### src/rtl/pipe_pkg.sv
// Shared definitions for the control pipeline: packed control-word layout,
// the NOP/bubble word and symbolic stage indices.
package pipe_pkg;

  // Control-word field widths (total 16 bits).
  localparam int ALU_OP_W     = 4;
  localparam int SHIFT_AM_W   = 4;
  localparam int S_W          = 1;
  localparam int LOAD_W       = 1;
  localparam int RF_ENABLE_W  = 1;
  localparam int B_W          = 1;
  localparam int BL_W         = 1;
  localparam int SIZE_W       = 2;
  localparam int LOAD_STORE_W = 1;

  // Control-word field offsets, LSB first.
  localparam int LOAD_STORE_OFS = 0;
  localparam int SIZE_OFS       = LOAD_STORE_OFS + LOAD_STORE_W;
  localparam int BL_OFS         = SIZE_OFS + SIZE_W;
  localparam int B_OFS          = BL_OFS + BL_W;
  localparam int RF_ENABLE_OFS  = B_OFS + B_W;
  localparam int LOAD_OFS       = RF_ENABLE_OFS + RF_ENABLE_W;
  localparam int S_OFS          = LOAD_OFS + LOAD_W;
  localparam int SHIFT_AM_OFS   = S_OFS + S_W;
  localparam int ALU_OP_OFS     = SHIFT_AM_OFS + SHIFT_AM_W;
  localparam int CTRL_W         = ALU_OP_OFS + ALU_OP_W;

  typedef struct packed {
    logic [ALU_OP_W-1:0]   alu_op;
    logic [SHIFT_AM_W-1:0] shift_am;
    logic                  s;
    logic                  load;
    logic                  rf_enable;
    logic                  b;
    logic                  bl;
    logic [SIZE_W-1:0]     size;
    logic                  load_store;
  } ctrl_word_t;

  // A bubble does nothing: no register write, no memory access, no branch.
  localparam logic [CTRL_W-1:0] NOP_WORD = '0;

  // Stage indices of the classic four-stage arrangement.
  localparam int ID  = 0;
  localparam int EX  = 1;
  localparam int MEM = 2;
  localparam int WB  = 3;

  function automatic logic [CTRL_W-1:0] pack_ctrl(input ctrl_word_t c);
    return c;
  endfunction

endpackage

### src/rtl/pipe_stage_reg.sv
// One valid+payload pipeline register. Priority: reset, flush, hold,
// bubble insertion, then load of the previous entry. An invalid entry
// always carries the BUBBLE payload.
module pipe_stage_reg #(
  parameter int               WIDTH  = 16,
  parameter logic [WIDTH-1:0] BUBBLE = '0
) (
  input  logic             clk,
  input  logic             reset,
  input  logic             prev_valid,
  input  logic [WIDTH-1:0] prev_data,
  input  logic             bubble_sel,
  input  logic             hold,
  input  logic             flush,
  output logic             valid,
  output logic [WIDTH-1:0] data
);

  // Stage register update following the priority list.
  always_ff @(posedge clk) begin
    if (reset || flush) begin
      valid <= 1'b0;
      data  <= BUBBLE;
    end else if (!hold) begin
      if (bubble_sel || !prev_valid) begin
        valid <= 1'b0;
        data  <= BUBBLE;
      end else begin
        valid <= 1'b1;
        data  <= prev_data;
      end
    end
  end

endmodule

### src/rtl/pipe_stage_chain.sv
// Parametrised DEPTH-stage control pipeline with per-stage hold (stall
// propagating upstream), bubble insertion below the hold boundary and
// per-stage flush. Optional performance counters are built when the macro
// PIPE_PERF_CNT_EN is defined.
module pipe_stage_chain
  import pipe_pkg::*;
#(
  parameter int               WIDTH  = 16,
  parameter int               DEPTH  = 4,   // legal range 2..8
  parameter logic [WIDTH-1:0] BUBBLE = WIDTH'(NOP_WORD)
`ifdef PIPE_PERF_CNT_EN
  , parameter int             CNT_W  = 32
`endif
) (
  input  logic                   clk,
  input  logic                   reset,
  input  logic                   in_valid,
  input  logic [WIDTH-1:0]       in_data,
  input  logic [DEPTH-1:0]       hold,
  input  logic [DEPTH-1:0]       flush,
  output logic                   in_ready,
  output logic [DEPTH-1:0]       stage_valid,
  output logic [DEPTH*WIDTH-1:0] stage_data,
  output logic                   out_valid,
  output logic [WIDTH-1:0]       out_data
`ifdef PIPE_PERF_CNT_EN
  , output logic [CNT_W-1:0]     stall_cnt,
  output logic [CNT_W-1:0]       retire_cnt
`endif
);

  // Effective hold: a stall at stage k freezes every stage at or below k.
  logic [DEPTH-1:0] eh;
  logic [WIDTH-1:0] stg_data [DEPTH];

  for (genvar i = 0; i < DEPTH; i++) begin : g_stage
    assign eh[i] = |(hold >> i);
    assign stage_data[i*WIDTH +: WIDTH] = stg_data[i];

    if (i == 0) begin : g_first
      pipe_stage_reg #(.WIDTH(WIDTH), .BUBBLE(BUBBLE)) u_reg (
        .clk        (clk),
        .reset      (reset),
        .prev_valid (in_valid),
        .prev_data  (in_data),
        .bubble_sel (1'b0),
        .hold       (eh[0]),
        .flush      (flush[0]),
        .valid      (stage_valid[0]),
        .data       (stg_data[0])
      );
    end else begin : g_next
      // eh[i-1] without eh[i] means the hold boundary sits right above us.
      pipe_stage_reg #(.WIDTH(WIDTH), .BUBBLE(BUBBLE)) u_reg (
        .clk        (clk),
        .reset      (reset),
        .prev_valid (stage_valid[i-1]),
        .prev_data  (stg_data[i-1]),
        .bubble_sel (eh[i-1]),
        .hold       (eh[i]),
        .flush      (flush[i]),
        .valid      (stage_valid[i]),
        .data       (stg_data[i])
      );
    end
  end

  assign in_ready  = ~eh[0];
  assign out_valid = stage_valid[DEPTH-1];
  assign out_data  = stg_data[DEPTH-1];

`ifdef PIPE_PERF_CNT_EN
  function automatic logic [CNT_W-1:0] sat_inc(input logic [CNT_W-1:0] v);
    return (&v) ? v : v + 1'b1;
  endfunction

  // Stall and retire counters, saturating at all-ones.
  always_ff @(posedge clk) begin
    if (reset) begin
      stall_cnt  <= '0;
      retire_cnt <= '0;
    end else begin
      if (|hold)
        stall_cnt <= sat_inc(stall_cnt);
      if (stage_valid[DEPTH-1] && !hold[DEPTH-1] && !flush[DEPTH-1])
        retire_cnt <= sat_inc(retire_cnt);
    end
  end
`endif

endmodule

### config.mk
export PLATFORM = sky130hd
export DESIGN_NAME = pipe_stage_chain
export DESIGN_NICKNAME = d
export VERILOG_FILES = /design/src/rtl/pipe_pkg.sv /design/src/rtl/pipe_stage_reg.sv /design/src/rtl/pipe_stage_chain.sv
export SDC_FILE = /design/constraint.sdc
export NUM_CORES = 1
export LEC_CHECK = 0
export CAP_MARGIN = 0
export CELL_PAD_IN_SITES_DETAIL_PLACEMENT = 0
export CELL_PAD_IN_SITES_GLOBAL_PLACEMENT = 2
export CORE_ASPECT_RATIO = 0.9
export CORE_UTILIZATION = 21
export DETAILED_ROUTE_END_ITERATION = 8
export GPL_TIMING_DRIVEN = 1
export PLACE_DENSITY = 0.79
export REMOVE_ABC_BUFFERS = 1
export SKIP_CTS_REPAIR_TIMING = 1
export SLEW_MARGIN = 20
export SYNTH_ARGS = -nofsm -noshare
export SYNTH_HDL_FRONTEND = slang
export SYNTH_SLANG_ARGS = --single-unit
### constraint.sdc
create_clock -name clk -period 1.58 [get_ports clk]
set_clock_uncertainty 0.2 [all_clocks]
set_input_delay 0.237 -clock clk [delete_from_list [all_inputs] [get_ports clk]]
set_output_delay 0.237 -clock clk [all_outputs]
set_load 0.05 [all_outputs]
==> out/metrics.cfg <==
[power_and_ir_drop]
p_seq_frac=0.463
p_comb_frac=0.057
switchingPower_uw=755.6
power.internal_uw=2963
pwr-share-clk=0.480
switching_share=0.2032
p_leak_uw=0.001815
power.density_nw_per_um2=740.7
worst_ir_drop_vdd_v=0.0003717

[place]
dpl_cell_area_sq_um=4627
gp_congestion=0.7755
hpwl_um=5796
dp.cells=519
port_buffers=112

[grt]
grt_pass1_vias=2180
grt_overflow_total=0
grt_pass1_wl_um=12350
grtUsageTotal=0.1249
antenna_found_initial=0
grt_max_degree=19

[drt]
avgRoutedWirePerCell_um=14.17
drtPass1Iterations=4
wirelength_um=7736
drc=0
antenna_left=0
via_per_inst=4.275
drt_iter0_markers=115
via_count=2334

[worst_setup_path]
cp_data_required_time_ns=1.14
critPathLaunch=hold[3]
slowest_stage=or4_4
r2r-start=g_stage[1].g_next.u_reg.valid$_SDFFE_PP0N_
critPathArrivalTime_ns=1.23
start_kind=primary input
worst-path-buf-inv=4
cp_top_family=simple AND/OR/NAND/NOR gates
path_cells=buf_8, or4_4, inv_4, buf_12, buf_12
path_class=primary input to primary output
slowest_delay_ns=0.56
path_max_fanout=5
critPathCaptureType=primary output
cp_common_cell=buf_12

[die]
dieWidth_um=117.7
core_sq_um=11570
num_rows=37
io_pins=113
die_h_um=106.1
start_util=0.2186
die_area_sq_um=12490

[timing]
fmax_ghz=0.5997
finalHoldViolations=0
relSlewSlack=0.7657
finalSetupViolCount=1
min_period_ns=1.668
final_max_slew_viol_count=0
worst_pin_slew_ns=0.3514
setup_slack_ns=-0.08762
rsz0062_at_grt=true
fin_crit_sh=1.055

[logic_synthesis]
ys_types=22
ys_seq_area_frac=0.5381
syn_inst=276
syn-cell-area_sq_um=2530
synth-seq-cells=68
avgSynthCellArea_sq_um=9.166
ys_warn_count=0

[cts]
clockRootBuffer=clkbuf_16
path_clk_slew_ns=0.05
h-tree-depth=3
clk_latency_ns=0.32
cts_made_buffers=9
ctsLongestPathBuffers=2
cts_tree=built
cts_sinks=68

[status]
status=complete, but fails checks
violations=setup timing

[finish]
finalNetCount=413
layout.cells.non_filler=546
diodes=0
design_area_sq_um=5020
layout_common_cells=91 x buf_12, 68 x dfxtp_1, 36 x nand2_1
final_common_cell=buf_12
fill_cells=1088
multi_input_area_sq_um=924.6
register_area_sq_um=1361
syn_to_final_growth_pct=98.42
drive_above_1_share=0.3590

[hold_path]
min_from=hold[3]
worstHoldPathType=primary input to register

[run]
max_cap_violations=0

cell usage after synthesis (all sizes together):
cell type	count	area [sq um]
a22oi	16	120.1
nor3b	1	12.51
nand3	32	160.2
or3	1	6.260
mux2i	1	10.01
nor3	3	20.02
or4	1	7.510
nor4b	1	23.77
nand2	36	135.1
inv	1	3.750
dfxtp	68	1361
a21oi	35	175.2
nor2	18	67.56
or2	3	18.77
nor2b	2	12.51
buf	28	206.4
a22o	16	140.1
clkbuf	13	48.80
stage by stage:
step           hold WS [ns]   TNS, ns    util  total power (uW)  setup WS [ns]
2_1_floorplan        0.1138    -19.36       -              1808        -0.3414
3_3_place_gp         0.2954    -32.88  0.3998              1955        -0.6722
3_5_place_dp         0.3034    -34.74  0.3998              1958        -0.7411
4_1_cts              0.2903    -12.69  0.4231              3753        -0.6041
5_1_grt              0.2134   -0.1092  0.4337              3881        -0.1092
6_report             0.1972  -0.08762  0.4337              3718       -0.08762
path summary, 6_finish.rpt:
kind                                                                      end  slack (ns)  cells after the start
worst min register to register  g_stage[1].g_next.u_reg.data[14]$_SDFFE_PP0N_        0.30                      2
worst max-delay path                                                 in_ready       -0.09                      5
worst min-delay path               g_stage[1].g_next.u_reg.valid$_SDFFE_PP0N_        0.20                      5
worst max register to register  g_stage[2].g_next.u_reg.data[13]$_SDFFE_PP0N_        0.26                      3
worst register-to-register path: cells and delay by family (launching register included):
kind	cells	cell delay [ns]
flops	1	0.42
simple gates	1	0.31
buf+inv	1	0.19
compound gates	1	0.14
power groups by stage:
stage	Combinational (uW)	Sequential [uW]	Clock [uW]
6_report	212	1720	1780
5_1_grt	229	1720	1930
4_1_cts	201	1720	1830
3_5_place_dp	200	1760	0
3_3_place_gp	198	1760	0
2_1_floorplan	44.6	1760	0
logic make-up after synthesis:
group,after synthesis,share of synthesized area
multiplexers,1,0.003957
AO/OA/AOI/OAI,67,0.1721
buffers and inverters,42,0.1024
flip-flops,68,0.5381
AND/OR/NAND/NOR,98,0.1835
per-layer routing:
metal,track usage,share of wire
met3,0.03112,0.048
met4,0.04670,0.0081
met1,0.1604,0.45
met2,0.2017,0.50
met5,0,0
cell type report:
class | instances | area share
Clock buffer | 13 | 0.05184
Timing Repair Buffer | 140 | 0.4506
Clock inverter | 2 | 0.001994
Sequential cell | 68 | 0.2712
Multi-Input combinational cell | 166 | 0.1842
Inverter | 1 | 0.001246
Tap cell | 156 | 0.03888
flip-flops by register name, summed over array words and instances (netlist names):
register / count
g_stage.g_first.u_reg.valid: 1
g_stage.g_next.u_reg.valid: 3
g_stage.g_next.u_reg.data: 48
g_stage.g_first.u_reg.data: 16
Note: power is estimated with default switching activity, not from simulation.
